`src/rtl/toeplitz_stream.sv`:
```
// toeplitz_stream: streaming GF(2) Toeplitz extractor, W raw bits per beat, N-bit blocks to L-bit words
module toeplitz_stream #(
    parameter int W = 8,
    parameter int N = 256,
    parameter int L = 128,
    parameter logic [N+L-2:0] SEED_INIT = '1,
    parameter int CW = 32
) (
    input  logic           clk,
    input  logic           reset,
    input  logic [W-1:0]   in_data,
    input  logic           in_valid,
    output logic           in_ready,
    input  logic [N+L-2:0] seed,
    input  logic           seed_load,
    output logic           seed_err,
    output logic [L-1:0]   out_data,
    output logic           out_valid,
    input  logic           out_ready,
    output logic [CW-1:0]  blocks
);
    localparam int S = N + L - 1;
    localparam int NB = N / W;
    localparam int BW = NB > 1 ? $clog2(NB) : 1;

    logic [S-1:0]  r_sreg;
    logic [BW-1:0] r_b;
    logic [L-1:0]  r_acc;
    logic [L-1:0]  r_out;
    logic          r_ov;
    logic          r_err;
    logic [CW-1:0] r_blocks;

    logic          w_beat;
    logic          w_last;
    logic          w_hs;
    logic          w_seed_ok;
    logic [L-1:0]  w_acc_nxt;
    logic [S-1:0]  w_win;

    assign w_last    = r_b == BW'(NB - 1);
    assign in_ready  = !(w_last && r_ov && !out_ready);
    assign w_beat    = in_valid && in_ready;
    assign w_hs      = r_ov && out_ready;
    assign w_seed_ok = seed_load && r_b == '0 && !w_beat;

    assign out_data  = r_out;
    assign out_valid = r_ov;
    assign seed_err  = r_err;
    assign blocks    = r_blocks;

    // fold all W columns of the current beat into the accumulator; column j uses window s[N-1-j +: L]
    always_comb begin
        w_acc_nxt = r_acc;
        w_win     = '0;
        for (int k = 0; k < W; k++) begin
            w_win = r_sreg >> (N - 1 - (int'(r_b) * W + k));
            if (in_data[W-1-k]) w_acc_nxt = w_acc_nxt ^ w_win[L-1:0];
        end
    end

    // block accumulation, output hand-off, seed loading and word counting
    always_ff @(posedge clk) begin
        if (reset) begin
            r_sreg   <= SEED_INIT;
            r_b      <= '0;
            r_acc    <= '0;
            r_out    <= '0;
            r_ov     <= 1'b0;
            r_err    <= 1'b0;
            r_blocks <= '0;
        end else begin
            r_err <= seed_load && !w_seed_ok;
            if (w_seed_ok) r_sreg <= seed;
            if (w_hs) r_blocks <= r_blocks + 1'b1;
            if (w_beat && w_last) begin
                r_out <= w_acc_nxt;
                r_ov  <= 1'b1;
                r_acc <= '0;
                r_b   <= '0;
            end else begin
                if (w_hs) r_ov <= 1'b0;
                if (w_beat) begin
                    r_acc <= w_acc_nxt;
                    r_b   <= r_b + 1'b1;
                end
            end
        end
    end
endmodule

```
`config.mk`:
```
export PLATFORM = sky130hd
export DESIGN_NAME = toeplitz_stream
export DESIGN_NICKNAME = d
export VERILOG_FILES = /design/src/rtl/toeplitz_stream.sv
export SDC_FILE = /design/constraint.sdc
export NUM_CORES = 2
export LEC_CHECK = 0
export ABC_AREA = 1
export CORE_UTILIZATION = 40
export CTS_BUF_LIST = sky130_fd_sc_hd__clkbuf_2
export DETAILED_ROUTE_END_ITERATION = 10
export DONT_BUFFER_PORTS = 1
export MAX_ROUTING_LAYER = met4
export PLACE_DENSITY = 0.64
export SYNTH_ARGS = -nofsm -noshare
export SYNTH_HDL_FRONTEND = slang
export SYNTH_SLANG_ARGS = --single-unit
```
`constraint.sdc`:
```
create_clock -name clk -period 2.7 [get_ports clk]
set_clock_uncertainty 0.15 [all_clocks]
set_input_delay 0.27 -clock clk [delete_from_list [all_inputs] [get_ports clk]]
set_output_delay 0.27 -clock clk [all_outputs]
set_load 0.02 [all_outputs]
```
==> results of run 1 <==
-- synthesized netlist by cell type (10+ instances only) --
cell type / count
buf_6: 10
inv_1: 754
or2_1: 10
nand3b_1: 76
nor2_1: 619
o21ai_1: 96
nand3_1: 2858
nand2_2: 17
o21bai_1: 19
clkbuf_1: 375
a21oi_1: 232
nor3_1: 14
o21ai_2: 17
o21ai_0: 211
o211ai_1: 28
inv_2: 26
clkinv_1: 22
dfxtp_1: 678
xor2_1: 166
buf_1: 99
buf_2: 210
buf_4: 27
nand4_1: 50
xnor2_1: 119
nand2_1: 4957
o21a_1: 61
-- kinds of logic after synthesis --
family	synth area share (%)
AOI/OAI and AO/OA	5.97
xor gates and xnor gates	3.99
adders and majority gates	0.0800
buffers and inverters	9.84
DFF	21.7
and+or+nand+nor	58.4
-- what timing repair did --
item / CTS
pin swaps: 82
cloned: 29
endpoints found under the hold margin: 678
setup buffers: 48
resized for setup: 781
setup endpoints to repair: 809
hold buffers: 1382
-- per-layer routing --
metal  overflow  track usage (%)
met4        648             71.4
met1        393             81.8
met3        317             53.8
met5          -                -
met2       1666             94.7
-- per-stage QoR --
stage / setup TNS, ns / worst slack (ns) / area [sq um] / instances
floorplan: 0 / 0.139 / 62500 / 11800
CTS: -254.48 / -1.12 / 98100 / 16400
global placement: -373.77 / -0.838 / 77400 / 14600
detailed placement: -414.76 / -0.921 / 77400 / 14600
==> impl_metrics.toml, run 1 <==
[outcome]
status = "stopped before the end"
stop_stage = "global routing"
error = "[ERROR GRT-0116] Global routing finished with congestion. Check the congestion regions in the DRC Viewer."

[logic_synthesis]
yosysUniqueCellTypes = 38
post-synth-top-area-cell = "nand2_1"
synthesis.nets = 12200
ys_warn_count = 0
ys_ff_latch = 678
syn_area_sq_um = 62500
synth-seq-area-share_pct = 21.7
synthFlopType = "dfxtp_1"
syn_avg_cell_area_sq_um = 5.30
synth_top_area_share_pct = 29.8
syn_inst = 11800
synthTopCellsByArea = "nand2_1 30%, nand3_1 23%, dfxtp_1 22%"
synth_edf_count = 0
ys_async_sr_fraction_pct = 0

[cts]
numCtsBuffers = 183
htree_levels = 4
cts_sinks = 678
clockBufferDepth = 3
cts_root_buf = "clkbuf_2"

[floorplan]
die_w_um = 397
initial_core_util_pct = 40.4
die_h_um = 397
rows = 144
io_pins = 559

[global_routing]
grt_usage_pct = 78.0
grt_pass1_wl_mm = 867
grt_max_degree = 109
overflow = 3024
first_global_vias = 112000

[placed_design]
port_buffers = 0
gp_congestion = 1.20
dpl.hpwl_mm = 338
==> run 2, diff against run 1 <==
- CORE_UTILIZATION: 40 -> 25
- CTS_BUF_LIST: sky130_fd_sc_hd__clkbuf_2 -> default
- MAX_ROUTING_LAYER: met4 -> default
- PLACE_DENSITY: 0.64 -> default
- PLACE_DENSITY_LB_ADDON: default -> 0.15
==> run 2 against run 1 <==
- the flow now finishes, with violations (negative setup slack)
- synthesized area unchanged
- synthesized cell count unchanged
==> impl_metrics.toml, run 2 <==
[setup_path]
reg2reg_to = "out_data[89]$_SDFFE_PP0P_"
critPathLaunchType = "flop"
crit_path_end_kind = "flop"
crit_type = "flop to flop"
path_cells = "buf_12 -> buf_12 -> clkbuf_16 -> buf_4 -> nand2_1 -> nand3_2 -> nand3_1 -> nand3_1 -> nand3_1 -> nand2_1 -> buf_4 -> nand2_1 -> clkinv_1 -> nand2_1 -> nand2_1 -> inv_1 -> nand2_1 -> nand3b_1 -> nand2_1 -> nand2_1 -> nand2_1 -> buf_12 -> a21oi_1"
slowest_delay_ns = 0.42
worstSetupEndpoint = "out_data[89]$_SDFFE_PP0P_"
cp.required_ns = 3.22
worst_path_most_repeated_cell = "nand2_1"
cp_max_fo = 11
rrSetupSlack_ns = -0.82
crit_start = "r_b[0]$_SDFFE_PP0P_"
reg2reg_from = "r_b[0]$_SDFFE_PP0P_"
arrival_ns = 4.05
worstRegToRegCells = 23
cp_slowest_cell = "dfxtp_4"

[route]
drc = 0
wl_mm = 488
drt_iter0_drc = 10600
detail_route.wl_per_cell_um = 28.7
routed_via_density = 5.27
vias = 89500
ant_nets = 0
firstDrtPassIters = 8

[cts]
cts_root_buf = "clkbuf_16"
htree_levels = 3
path_clk_slew_ns = 0.07
cts_sinks = 678
cts_tree = "yes"
clockBufferDepth = 3
clkLatencyLatePin_ns = 0.80
numCtsBuffers = 91

[logic_synthesis]
ys_ff_latch = 678
syn_inst = 11800
synth_top_area_share_pct = 29.8
synthesis.nets = 12200
synthFlopType = "dfxtp_1"
post-synth-top-area-cell = "nand2_1"
synth-seq-area-share_pct = 21.7
ys_warn_count = 0
ys_top_cells_by_count = "4,957 x nand2_1, 2,858 x nand3_1, 754 x inv_1, 678 x dfxtp_1, 619 x nor2_1"
synth_edf_count = 0
ys_async_sr_fraction_pct = 0
yosysMostFrequentCell = "nand2_1"
yosysUniqueCellTypes = 38
syn_avg_cell_area_sq_um = 5.30
synthTopCellsByArea = "nand2_1 30%, nand3_1 23%, dfxtp_1 22%"
syn_area_sq_um = 62500

[floorplan]
core_area_sq_um = 249000
die_w_um = 502
initial_core_util_pct = 25.1
rows = 183
die_h_um = 502
io_pins = 559
die-area_sq_um = 252000

[final_layout]
area_delta_synth_final_pct = 50.7
layout_commonest_cell = "nand2_1"
stdcell_count = 17000
fillers = 26700
drive_above_1_share_pct = 18.1
largest_reg_flops = 383
top_register = "r_sreg"
layout_common_cells = "4,812 x nand2_1, 2,557 x nand3_1, 1,332 x buf_4, 748 x inv_1, 673 x dfxtp_1"
fin_nets = 14000

[global_routing]
grt_pass1_wl_mm = 664
grt_max_degree = 130
overflow = 0
first_global_vias = 81700
antenna_found_initial = 22
grt_usage_pct = 37.6

[sta]
hold_ws_ns = 0.0407
hold_viol = 0
tightest_slew_ns = 1.27
finalMaxSlewViolations = 0
setup_ws_ns = -0.824
rsz0062_at_grt = "yes"
finalSetupViolations = 650
period_share_pct = 131
max_freq_ghz = 0.284
slew_headroom_pct = 15.0
period_minus_slack_ns = 3.52

[placed_design]
place_worst_setup_slack_ns = -1.25
dpl.hpwl_mm = 375
port_buffers = 0
gp_congestion = 1.08
dp.cells = 16100

[power_and_ir_drop]
cellPowerDensity_nw_per_um2 = 530
irDropWorstVdd_mv = 0.489
p_leak_nw = 49.1

[outcome]
status = "finished, violations left"
failed_checks = "negative setup slack"

[hold_path]
hp-class = "primary input to flop"
hp-start = "in_data[1]"

[run]
max-cap-violations = 0
[run 2: cell counts after synthesis]
No cell type changed its count.
[run 2: final cells by class]
type	instances	area [sq um]	share of cell area (%)
multi-input combinational	9590	45400	48.2
antenna	17	42.5	0.0452
tap	3330	4170	4.42
inverter	802	3090	3.28
clock inverter	36	629	0.668
clock buffer	130	2630	2.79
timing repair inverter	1	16.3	0.0173
sequential	678	13600	14.4
timing repair buffer	2399	24600	26.2
[run 2: critical path: cells and delay by family, from the launching register on]
kind / cells / cell delay (ns)
buffers and inverters: 8 / 1.10
AND/OR/NAND/NOR: 14 / 1.62
AO/OA/AOI/OAI: 1 / 0.06
flip-flops: 1 / 0.42
[run 2: logic make-up (layout without fill, tap and decap cells)]
| kind of cell | Yosys count | in the layout | share of synthesized area (%) |
|---|---|---|---|
| and+or+nand+nor | 8627 | 8628 | 58.4 |
| buffers and inverters | 1523 | 3368 | 9.84 |
| DFF | 678 | 678 | 21.7 |
| other | 0 | 17 | 0 |
| xor gates and xnor gates | 285 | 285 | 3.99 |
| adders and majority gates | 4 | 4 | 0.0800 |
| AOI/OAI and AO/OA | 673 | 673 | 5.97 |
[run 2: how the worst min path moves through the flow]
stage,to,slack (ns),cells after the start
floorplan,r_sreg[0]$_SDFFE_PP1P_,0.23,2
global placement,blocks[14]$_SDFFE_PP0P_,0.19,1
finish,r_acc[19]$_SDFFE_PP0P_,0.04,6
global route,r_sreg[351]$_SDFFE_PP1P_,0.03,3
detailed placement,blocks[28]$_SDFFE_PP0P_,0.20,1
CTS,r_sreg[300]$_SDFFE_PP1P_,0.00006,3
[run 2: stage by stage]
step | util, % | total power, mW | instance area [sq um] | setup TNS [ns]
floorplan | - | 23.0 | 62500 | 0
global placement | 32.4 | 33.7 | 80700 | -392.50
detailed placement | 32.4 | 33.9 | 80700 | -427.24
CTS | 37.3 | 49.2 | 92700 | -313.40
global route | 37.9 | 52.4 | 94200 | -442.38
finish | 37.9 | 49.9 | 94200 | -358.44
[run 2: routing by layer]
metal	vias to the layer above	track usage [%]	wire length, um
met4	8	15.9	25000
met1	42900	52.8	219000
li1	41600	-	-
met2	4278	57.0	206000
met5	-	0	55
met3	713	4.84	38000
[run 2: repair_timing]
| action | in CTS | in global routing |
|---|---|---|
| endpoints found under the setup margin | 648 | 653 |
| hold buffers | 674 | 0 |
| cloned | 6 | 6 |
| endpoints found under the hold margin | 611 | 0 |
| buffers inserted | 5 | 10 |
| pin swaps | 6 | 23 |
| gates resized for setup | 382 | 271 |
[run 2: power by group]
group          leakage [nW]  internal [mW]  switching (mW)  total [mW]
logic                  42.0           9.31            15.5        24.8
registers              5.57           10.7           0.795        11.5
clock network          1.57           7.97            5.59        13.6
total                  49.1           28.0            21.9        49.9
(Power assumes the default switching activity.)
